File: src/rtl/rx_ser_par_pkg.sv
// Shared types and sizing for the rx_ser_par serial-to-parallel receiver.
package rx_ser_par_pkg;

  typedef enum logic [1:0] {
    IDLE  = 2'd0,
    RECV  = 2'd1,
    DRAIN = 2'd2
  } state_t;

  // Counter width for a modulo-n counter; never narrower than one bit.
  function automatic int unsigned cnt_w(input int unsigned n);
    return (n > 1) ? $clog2(n) : 1;
  endfunction

  localparam int unsigned WORD_W_DEF  = 4;
  localparam int unsigned N_WORDS_DEF = 4;
  localparam int unsigned FRAME_BITS  = WORD_W_DEF * N_WORDS_DEF;
  localparam int unsigned BC_W        = cnt_w(WORD_W_DEF);
  localparam int unsigned WC_W        = cnt_w(N_WORDS_DEF);

endpackage

File: src/rtl/rx_ser_par_shift.sv
// Serial-in/parallel-out word register: writes one addressed bit per enabled cycle.
module ser_par_shift #(
  parameter int unsigned WORD_W = 4,
  parameter int unsigned IDX_W  = 2
) (
  input  logic              clk,
  input  logic              clr,
  input  logic              en,
  input  logic [IDX_W-1:0]  idx,
  input  logic              din,
  output logic [WORD_W-1:0] q
);

  always_ff @(posedge clk) begin
    if (clr) begin
      q <= '0;
    end else if (en) begin
      q[idx] <= din;
    end
  end

endmodule

File: src/rtl/rx_ser_par.sv
// Receive side of the 4-word serial link: deserializes a strobed bit stream into
// words A..D, with a valid pulse on good frames and frame_err on short/overlong ones.
module rx_ser_par
  import rx_ser_par_pkg::*;
#(
  parameter int unsigned WORD_W    = WORD_W_DEF,
  parameter int unsigned N_WORDS   = N_WORDS_DEF,
  parameter bit          LSB_FIRST = 1'b1
) (
  input  logic              clk,
  input  logic              clr,
  input  logic              rx_data,
  input  logic              rx_active,
  output logic [WORD_W-1:0] A,
  output logic [WORD_W-1:0] B,
  output logic [WORD_W-1:0] C,
  output logic [WORD_W-1:0] D,
  output logic              valid,
  output logic              busy,
  output logic              frame_err
);

  localparam int unsigned BCW = cnt_w(WORD_W);
  localparam int unsigned WCW = cnt_w(N_WORDS);
  localparam logic [BCW-1:0] BC_LAST = BCW'(WORD_W - 1);
  localparam logic [WCW-1:0] WC_LAST = WCW'(N_WORDS - 1);

  state_t state, state_n;
  logic [BCW-1:0] bc, bc_n;
  logic [WCW-1:0] wc, wc_n;
  logic ovl, ovl_n;
  logic valid_n, err_n, busy_n;
  logic sample, abort, last;
  logic [BCW-1:0] idx;

  logic [WORD_W-1:0] shadow [N_WORDS];
  logic [WORD_W-1:0] merged [N_WORDS];
  logic [WORD_W-1:0] out_q  [N_WORDS];
  logic [WORD_W-1:0] out_n  [N_WORDS];

  assign idx  = LSB_FIRST ? bc : (BC_LAST - bc);
  assign last = (wc == WC_LAST) && (bc == BC_LAST);

  for (genvar w = 0; w < N_WORDS; w++) begin : g_word
    ser_par_shift #(
      .WORD_W (WORD_W),
      .IDX_W  (BCW)
    ) u_word (
      .clk (clk),
      .clr (clr | abort),
      .en  (sample && (wc == WCW'(w))),
      .idx (idx),
      .din (rx_data),
      .q   (shadow[w])
    );
  end

  // The final bit is still in flight at the commit edge, so merge it into the
  // shadow image before loading the output registers.
  always_comb begin
    for (int unsigned w = 0; w < N_WORDS; w++) begin
      merged[w] = shadow[w];
      if (wc == WCW'(w)) begin
        merged[w][idx] = rx_data;
      end
    end
  end

  always_comb begin
    state_n = state;
    bc_n    = bc;
    wc_n    = wc;
    ovl_n   = ovl;
    valid_n = 1'b0;
    err_n   = 1'b0;
    sample  = 1'b0;
    abort   = 1'b0;
    for (int unsigned w = 0; w < N_WORDS; w++) begin
      out_n[w] = out_q[w];
    end

    case (state)
      IDLE: begin
        ovl_n = 1'b0;
        if (rx_active) begin
          sample  = 1'b1;
          state_n = RECV;
          if (bc == BC_LAST) begin
            bc_n = '0;
            wc_n = wc + 1'b1;
          end else begin
            bc_n = bc + 1'b1;
          end
        end
      end
      RECV: begin
        if (rx_active) begin
          sample = 1'b1;
          if (last) begin
            for (int unsigned w = 0; w < N_WORDS; w++) begin
              out_n[w] = merged[w];
            end
            valid_n = 1'b1;
            bc_n    = '0;
            wc_n    = '0;
            state_n = DRAIN;
          end else if (bc == BC_LAST) begin
            bc_n = '0;
            wc_n = wc + 1'b1;
          end else begin
            bc_n = bc + 1'b1;
          end
        end else begin
          err_n   = 1'b1;
          abort   = 1'b1;
          bc_n    = '0;
          wc_n    = '0;
          state_n = IDLE;
        end
      end
      DRAIN: begin
        if (!rx_active) begin
          ovl_n   = 1'b0;
          state_n = IDLE;
        end else if (!ovl) begin
          err_n = 1'b1;
          ovl_n = 1'b1;
        end
      end
      default: state_n = IDLE;
    endcase

    busy_n = (state_n != IDLE);
  end

  always_ff @(posedge clk) begin
    if (clr) begin
      state     <= IDLE;
      bc        <= '0;
      wc        <= '0;
      ovl       <= 1'b0;
      valid     <= 1'b0;
      frame_err <= 1'b0;
      busy      <= 1'b0;
      for (int unsigned w = 0; w < N_WORDS; w++) begin
        out_q[w] <= '0;
      end
    end else begin
      state     <= state_n;
      bc        <= bc_n;
      wc        <= wc_n;
      ovl       <= ovl_n;
      valid     <= valid_n;
      frame_err <= err_n;
      busy      <= busy_n;
      for (int unsigned w = 0; w < N_WORDS; w++) begin
        out_q[w] <= out_n[w];
      end
    end
  end

  assign A = out_q[0];
  assign B = out_q[1];
  assign C = out_q[2];
  assign D = out_q[3];

endmodule

File: config.mk
export PLATFORM = sky130hd
export DESIGN_NAME = rx_ser_par
export DESIGN_NICKNAME = d
export VERILOG_FILES = /design/src/rtl/rx_ser_par_pkg.sv /design/src/rtl/rx_ser_par_shift.sv /design/src/rtl/rx_ser_par.sv
export SDC_FILE = /design/constraint.sdc
export NUM_CORES = 1
export LEC_CHECK = 0
export ABC_CLOCK_PERIOD_IN_PS = 2150
export CORE_MARGIN = 2
export CORE_UTILIZATION = 50
export DETAILED_ROUTE_END_ITERATION = 10
export PLACE_DENSITY = 0.72
export SLEW_MARGIN = 20
export SYNTH_ARGS = -nofsm -noshare
export SYNTH_HDL_FRONTEND = slang
export SYNTH_SLANG_ARGS = --single-unit
File: constraint.sdc
create_clock -name clk -period 2.15 [get_ports clk]
set_input_delay 0.3225 -clock clk [delete_from_list [all_inputs] [get_ports clk]]
set_output_delay 0.3225 -clock clk [all_outputs]
set_load 0.01 [all_outputs]
=== Word level (Yosys, flattened, before mapping) ===
Memory sizes are Yosys's and may differ from the RTL's.
Index checks and enable logic that the tools add are counted.

* Add/sub/neg operators: 2
* Multiply operators: 0
* Div/mod/pow operators: 0
* $lt $le $gt $ge: 2
* Equal/unequal tests: 7
* Shifts and indexed selects: 0
* Multiplexer cells: 44
* Bitwise gates (word level): 7
* Reductions and logical operators: 14

{| class="wikitable"
|+ Operators by type and width
! operator !! number
|-
| 2-to-1 mux 16 bit || 3
|-
| 2-to-1 mux 4 bit || 8
|-
| 2-to-1 mux 2 bit || 12
|-
| bitwise mux 4 bit || 4
|-
| 2-to-1 mux 1 bit || 11
|-
| equality test 2 bit, second input constant || 4
|-
| one-hot mux 2 bit (2 select lines) || 2
|-
| logical AND 1 bit || 6
|-
| one-hot mux 2 bit (3 select lines) || 1
|-
| nonzero test 2 bit || 3
|-
| OR 1 bit || 5
|-
| adder 2 x 1 -> 2 bit, second input constant || 2
|-
| equality test 2 x 1 -> 1 bit, second input constant || 2
|-
| zero test 2 bit || 2
|-
| one-hot mux 1 bit (2 select lines) || 2
|-
| less-than comparator 2 x 3 -> 1 bit, second input constant || 1
|-
| OR reduction 3 bit || 1
|-
| demux 1 bit (select 2 bit) || 1
|-
| greater-or-equal comparator 2 x 1 -> 1 bit, second input constant || 1
|-
| != test 2 bit, second input constant || 1
|-
| inverter 1 bit || 2
|-
| AND reduction 2 bit || 1
|-
| OR reduction 2 bit || 1
|}

* Bits in registers: 26
* Bits in latches: 0
* Bits in writable memories: 16
* Memory bits (read-only): 0
* Input port bits: 4
* Output and inout port bits: 19
* Logic and storage cells: 88
* Memories: 1

{| class="wikitable"
|+ Memories
! name !! words !! bits a word !! read ports !! clocked after Yosys merged registers in !! write ports !! line !! RTL
|-
| out_q || 4 || 4 || 4 || 0 || 4 || rx_ser_par.sv:38 || <nowiki>logic [WORD_W-1:0] out_q [N_WORDS];</nowiki>
|}

=== Depth between registers and ports, before layout ===
Gate-level depths: netlist of the first run.

* Depth in word-level cells: 10
* Gate-level depth with buffers: 7
* Depth with buffers taken out: 5

=== Modules after synthesis ===
From an unflattened synthesis of the first run, not the netlist that was laid out.

* Cell total of the unflattened synthesis: 249
* Area, all modules: 2,307.2 um2

{| class="wikitable"
|+ By module, submodules not included
! module !! instances !! cells an instance !! area each (um2)
|-
| rx_ser_par || 1 || 181 || 1,571.5
|-
| ser_par_shift || 4 || 17 || 183.9
|}

=== Worst setup path after synthesis of the first run ===
Ideal clock, no wire load.

* Kind: register -> register
* From: register state[0]
* To: register g_word[0].u_word.q[0]
* Setup time: 0.128 ns
* Arrival: 1.310 ns
* Data required time: 2.022 ns
* Path slack: 0.712 ns
* Cell stages (with the launch flop): 7
* Clock period less this slack: 1.438 ns
* Cells stage by stage: dfxtp_1 -> inv_1 -> ha_1 -> clkbuf_1 -> o2111ai_1 -> mux2i_1 -> nor2_1

* Longest elaborated chain between the ends: 4
* Elaborated cells between the ends (all ways): 7
* Those cells by class: 1 x eq/ne; 2 x mux; 1 x bitwise; 3 x reduce/logical

{| class="wikitable"
|+ Ends and longest elaborated chain
! what !! line !! RTL
|-
| start, declared || rx_ser_par.sv:28 || <nowiki>state_t state, state_n;</nowiki>
|-
| start signal, assigned || rx_ser_par.sv:149 || <nowiki>state <= state_n;</nowiki>
|-
| equality test 2 x 1 -> 1 bit / zero test 2 bit (equally long branches) || rx_ser_par.sv:82 || <nowiki>case (state)</nowiki>
|-
| OR reduction 2 bit (no line) || - ||
|-
| 2-to-1 mux 1 bit || - ||
|-
| logical AND 1 bit || rx_ser_par.sv:51 || <nowiki>.en (sample && (wc == WCW'(w))),</nowiki>
|-
| end signal, assigned by index || rx_ser_par_shift.sv:18 || <nowiki>q[idx] <= din;</nowiki>
|-
| end, declared || rx_ser_par_shift.sv:11 || <nowiki>output logic [WORD_W-1:0] q</nowiki>
|}

Parallel ways exist; a longest one is shown, timed or not.
A chain may end at the register's enable or synchronous reset.

=== Final worst setup path of the first run ===
* From: register state[0]
* To: register g_word[3].u_word.q[0]

* Longest elaborated chain between the ends: 4
* Elaborated cells between the ends (all ways): 7
* Those cells by class: 1 x eq/ne; 2 x mux; 1 x bitwise; 3 x reduce/logical

{| class="wikitable"
|+ Ends and longest elaborated chain
! what !! line
|-
| equality test 2 x 1 -> 1 bit / zero test 2 bit (equally long branches) || rx_ser_par.sv:82
|-
| OR reduction 2 bit (no line) || -
|-
| 2-to-1 mux 1 bit || -
|-
| logical AND 1 bit || rx_ser_par.sv:51
|-
| end signal, assigned by index || rx_ser_par_shift.sv:18
|-
| end, declared || rx_ser_par_shift.sv:11
|}

Parallel ways exist; a longest one is shown, timed or not.

==> results of run 1 <==
-- through the flow --
stage	cell area (um2)	utilization, %	setup slack [ps]
5_1_grt	2540	62.1	284
3_5_place_dp	2420	59.2	380
6_report	2540	62.1	436
3_3_place_gp	2420	59.2	436
4_1_cts	2540	62.1	438
2_1_floorplan	2160	-	712
-- synth_stat cells (3+ instances only) --
master,count
dfxtp_1,41
mux2i_1,20
o2111ai_1,15
nand3_1,15
a211oi_2,3
clkbuf_1,15
o21ai_0,3
ha_1,12
a311oi_2,10
inv_1,8
a21oi_1,4
buf_2,6
nand2_1,31
nor2_1,35
-- registers in the layout, summed over array words and instances, names as in the netlist --
signal,count
frame_err,1
ovl,1
g_word.u_word.q,15
state,2
valid,1
wc,2
busy,1
out_q,16
bc,2
-- metal layers --
layer  part of all wire (%)  global-route usage (%)
met4                    1.4                    6.41
met1                     51                    27.0
met2                     44                    29.9
met5                      0                       0
met3                    3.2                    4.36
-- worst min-delay path by stage --
stage | startpoint | end | slack (ps)
final | ovl$_SDFFE_PP0P_ | ovl$_SDFFE_PP0P_ | 470
after global routing | ovl$_SDFFE_PP0P_ | ovl$_SDFFE_PP0P_ | 510
after CTS | ovl$_SDFFE_PP0P_ | ovl$_SDFFE_PP0P_ | 470
after detailed placement | ovl$_SDFFE_PP0P_ | ovl$_SDFFE_PP0P_ | 450
after global placement | ovl$_SDFFE_PP0P_ | ovl$_SDFFE_PP0P_ | 450
after floorplan | clr | valid$_SDFF_PP0_ | 390
-- where the power goes --
part | internal [W] | total (W) | switching [W]
Clock | 0.000378 | 0.000651 | 0.000274
Sequential | 0.000769 | 0.000778 | 0.00000858
Combinational | 0.0000676 | 0.000190 | 0.000122
-- area by class of cell --
type / count / area [um2]
fillers: 357 / 1550
multi-input cells: 169 / 1180
flip-flops and latches: 41 / 821
repair buffers: 32 / 320
clock buffers: 6 / 82.6
well taps: 50 / 62.6
clock inverters: 2 / 37.5
inverters: 8 / 30.0
-- critical path: stages (launching register included) --
cell       delay, ps
dfxtp_1          390
inv_1             80
ha_1             350
buf_4            250
o2111ai_1        230
mux2i_1          220
nor2_1            50
-- kinds of logic after synthesis --
group           after synthesis  share of synthesized area [%]
simple gates                 90                           17.8
mux                          21                           9.77
flops                        41                           37.9
buf+inv                      34                           7.29
fa+ha+maj                    12                           6.94
compound gates               46                           20.3
==> out/qor.csv, run 1 <==
stage;metric;value;unit
place;port_buffers;22;
drt;drt-initial-drc-count;113;
power_and_ir_drop;total_power;0.00162;W
sta;rsz0062_at_grt;no;
drt;vias;1703;
yosys;synth_flop_cell;dfxtp_1;
sta;finClkSkew;11.7;ps
grt;antenna_found_initial;0;
worst_setup_path;reg2regPathDepth;6;
yosys;synthArstFlopShare;0;%
hold_path;worst_hold_path_type;reg -> reg;
yosys;syn_area;2160;um2
sta;maxSlewHeadroom;57.9;%
drt;wl;4350;um
place;dp.cells;300;
grt;grt_start_max_net_pins;33;
sta;report.final.setup_viol;0;
run;maxCapViolCount;0;
die;die_h;69.8;um
yosys;synth_cell_types;32;
yosys;synth_edf_count;0;
yosys;synthCells;244;
cts;cts_buffers;5;
worst_setup_path;rrSetupSlack;440;ps
sta;slew_viol_final;0;
worst_setup_path;endpoint_kind;flop;
worst_setup_path;worst-path-max-fanout;12;
drt;remaining_drc_errors;0;
die;initial_utilization;52.9;%
cts;cts_tree;yes;
worst_setup_path;critical_path_required;2310;ps
drt;ant_nets;0;
final_layout;diodes;0;
yosys;synth-seq-area-share;37.9;%
grt;grt_pass1_wl;7730;um
sta;worstMarginPinSlew;632;ps
worst_setup_path;start_kind;flop;
sta;fin_crit;1710;ps
yosys;ys_seq_elements;41;
place;gp_congestion;0.767;
final_layout;layout_commonest_cell;dfxtp_1;
sta;hold_viol_final;0;
cts;cts_setup_buffers;0;
cts;cts.sinks;41;
cts;cts_resized;0;
drt;vias_per_cell;5.53;
die;rows;23;
worst_setup_path;critPathCapture;g_word[3].u_word.q[0]$_SDFFE_PP0P_;
final_layout;synthToLayoutAreaGrowth;17.4;%
hold_path;worstHoldPathCells;2;
yosys;synth.avg_cell_area;8.87;um2
yosys;synth_warnings;0;
grt;grt_overflow;0;
sta;fin_setup_tns;0;ps
sta;fmax;583;MHz
final_layout;fin_cells;308;
die;core_area;4090;um2
power_and_ir_drop;peakVddDrop;0.335;mV
grt;track_usage;19.5;%
worst_setup_path;timing.rr.start;state[0]$_SDFF_PP0_;
die;die_area;4870;um2
sta;period_share;79.7;%
cts;clk_path_buf_depth;2;
die;die_x;69.8;um
worst_setup_path;cp.arrival;1870;ps
final_layout;layout_common_cells;dfxtp_1, nor2_1, nand2_1;
yosys;synth_top_area_share;37.9;%
cts;worstSkewPairLatency;300;ps
power_and_ir_drop;leakage;0.939;nW
worst_setup_path;cp-startpoint;state[0]$_SDFF_PP0_;
cts;cts-root-buf;clkbuf_8;
cts;hold_buffers;0;
drt;drtPass1Iterations;4;
die;io_pins;23;
final_layout;drive_gt1_share;12.8;%
yosys;synth.top_cells.by_area;dfxtp_1, mux2i_1, a311oi_2, ha_1, nor2_1;
yosys;yosysTopAreaCell;dfxtp_1;
outcome;status;complete, no violations;
final_layout;num-nets-final;273;
yosys;synth_fp_nets;260;
worst_setup_path;crit_type;reg -> reg;
cts;clkSlewWorstSetupHoldPaths;80;ps
power_and_ir_drop;power_density;638;nW/um2
cts;htreeDepth;2;
sta;whs;470;ps
worst_setup_path;r2r-end;g_word[3].u_word.q[0]$_SDFFE_PP0P_;
place;hpwlAfterDp;2840;um
grt;grt_pass1_vias;1583;
drt;routedWlPerCell;14.1;um
Power figures use the tool's default switching activity.
==> inputs of run 2 (changes only) <==
--- a/config.mk
+++ b/config.mk
@@ -5,7 +5,7 @@
 export SDC_FILE = /design/constraint.sdc
 export NUM_CORES = 1
 export LEC_CHECK = 0
-export ABC_CLOCK_PERIOD_IN_PS = 2150
+export ABC_CLOCK_PERIOD_IN_PS = 1680
 export CORE_MARGIN = 2
 export CORE_UTILIZATION = 50
 export DETAILED_ROUTE_END_ITERATION = 10
==> constraint.sdc (replaced) <==
create_clock -name clk -period 1.68 [get_ports clk]
set_input_delay 0.252 -clock clk [delete_from_list [all_inputs] [get_ports clk]]
set_output_delay 0.252 -clock clk [all_outputs]
set_load 0.01 [all_outputs]
==> run 2 against run 1 <==
Net effect:
- sequential share of layout area decreased by 0.73 points
- highest routed layer unchanged
- sequential cell count stayed put
- maximum frequency rose by 9.2%
- cell area up 2.6%
- critical path depth did not move
- sequential power increased by 28%
==> out/qor.csv, run 2 (synthesized netlist as in run 1, its figures left out) <==
stage;metric;value;unit;change
worst_setup_path;start_kind;flop;;
place;gp_congestion;0.757;;-1.3%
grt;grt_pass1_wl;7710;um;-0.27%
worst_setup_path;critical_path_required;1900;ps;-410 ps
cts;cts_buffers;5;;unchanged
sta;report.final.setup_viol;0;;unchanged
die;die_h;69.8;um;unchanged
cts;hold_buffers;0;;unchanged
die;core_area;4090;um2;unchanged
hold_path;worst_hold_path_type;reg -> reg;;
final_layout;layout_common_cells;dfxtp_1, nor2_1, nand2_1;;
worst_setup_path;crit_type;reg -> reg;;
drt;drt-initial-drc-count;88;;-22%
grt;grt_pass1_vias;1701;;+7.5%
cts;cts-root-buf;clkbuf_8;;
cts;clkSlewWorstSetupHoldPaths;80;ps;about the same
place;hpwlAfterDp;2920;um;+2.8%
sta;hold_viol_final;0;;unchanged
final_layout;reg_top3;out_q: 16 flops, g_word.u_word.q: 15 flops;;
drt;ant_nets;0;;unchanged
final_layout;drive_gt1_share;15.6;%;+2.9 points
sta;setup_slack;110;ps;-325 ps
grt;antenna_found_initial;0;;unchanged
place;port_buffers;22;;unchanged
final_layout;synthToLayoutAreaGrowth;20.4;%;
sta;maxSlewHeadroom;66.1;%;+8.3 points
final_layout;largest_reg_flops;16;;unchanged
power_and_ir_drop;power_density;810;nW/um2;+27%
outcome;status;complete, no violations;;
place;pre_cts_ws;14.9;ps;-365 ps
die;die_area;4870;um2;unchanged
final_layout;layout_commonest_cell;dfxtp_1;;
sta;period_share;93.4;%;+14 points
drt;wl;4400;um;+1.1%
sta;finClkSkew;2.94;ps;-8.76 ps
grt;grt_overflow;0;;unchanged
die;initial_utilization;52.9;%;unchanged
worst_setup_path;endpoint_kind;flop;;
sta;rsz0062_at_grt;no;;
sta;fin_crit;1570;ps;-145 ps
sta;worstMarginPinSlew;508;ps;-124 ps
grt;track_usage;19.4;%;-0.055 points
die;io_pins;23;;unchanged
final_layout;num-nets-final;277;;+1.5%
worst_setup_path;cp.arrival;1790;ps;-80 ps
cts;htreeDepth;2;;unchanged
drt;routedWlPerCell;14.1;um;-0.15%
grt;grt_start_max_net_pins;33;;unchanged
final_layout;diodes;0;;unchanged
die;die_x;69.8;um;unchanged
cts;cts_setup_buffers;0;;unchanged
drt;remaining_drc_errors;0;;unchanged
cts;worstSkewPairLatency;300;ps;about the same
final_layout;regMostFlops;out_q;;
die;rows;23;;unchanged
drt;drtPass1Iterations;4;;unchanged
cts;cts_tree;yes;;
run;maxCapViolCount;0;;unchanged
sta;fmax;637;MHz;+9.2%
cts;clk_path_buf_depth;2;;unchanged
power_and_ir_drop;peakVddDrop;0.433;mV;+29%
drt;vias_per_cell;5.62;;+1.6%
sta;whs;454;ps;-16.5 ps
final_layout;fill_cells;353;;-1.1%
worst_setup_path;worst-path-max-fanout;12;;unchanged
drt;vias;1753;;+2.9%
cts;cts.sinks;41;;unchanged
power_and_ir_drop;leakage;0.966;nW;+2.9%
sta;slew_viol_final;0;;unchanged
sta;fin_setup_tns;0;ps;unchanged
==> run 2: routing by layer <==
metal / part of all wire [%] / global-route usage (%) / up-vias
met5: 0 / 0 / -
met4: 1.5 / 9.19 / 0
met3: 3.3 / 3.34 / 5
met2: 47 / 32.4 / 29
met1: 48 / 24.2 / 824
li1: - / - / 895
==> run 2: layout make-up <==
cell class                      instances  area [um2]  area share (%)
Clock buffer                            6        82.6            3.17
Clock inverter                          2        37.5            1.44
Inverter                                8        30.0            1.15
Multi-Input combinational cell        169        1190            45.8
Sequential cell                        41         823            31.6
Tap cell                               50        62.6            2.40
Timing Repair Buffer                   36         375            14.4
==> run 2: where the power goes <==
group / leakage, nW / switching, W / internal, W / total, W
logic: 0.577 / 0.000164 / 0.000104 / 0.000268
registers: 0.332 / 0.0000100 / 0.000985 / 0.000995
clock network: 0.0574 / 0.000363 / 0.000483 / 0.000846
total: 0.966 / 0.000537 / 0.00157 / 0.00211
==> run 2: final timing paths <==
check	start	cells after the start	slack [ps]	endpoint
setup / recovery	state[1]$_SDFF_PP0_	6	110	wc[1]$_SDFFE_PP0P_
hold / removal	ovl$_SDFFE_PP0P_	2	450	ovl$_SDFFE_PP0P_
setup reg to reg	state[1]$_SDFF_PP0_	6	110	wc[1]$_SDFFE_PP0P_
hold reg to reg	ovl$_SDFFE_PP0P_	2	450	ovl$_SDFFE_PP0P_
==> run 2: metrics by stage <==
step / utilization, % / std cells / cell area, um2 / power (W)
final: 63.7 / 312 / 2610 / 0.00211
after global routing: 63.7 / 312 / 2610 / 0.00218
after floorplan: - / 244 / 2160 / 0.00118
after CTS: 63.6 / 312 / 2600 / 0.00212
after detailed placement: 60.5 / 304 / 2470 / 0.00128
after global placement: 60.5 / 304 / 2470 / 0.00128
==> run 2: what timing repair did <==
| action | in CTS | in global routing |
|---|---|---|
| setup endpoints to repair | 1 | 11 |
| resized for setup | 1 | 3 |
| pin swaps | 0 | 0 |
==> run 2: critical path, stage by stage (launching register included) <==
cell      delay [ps]
dfxtp_2          370
inv_1             70
ha_1             210
buf_4            190
mux2i_2          230
o21ai_0          160
a211oi_2         260
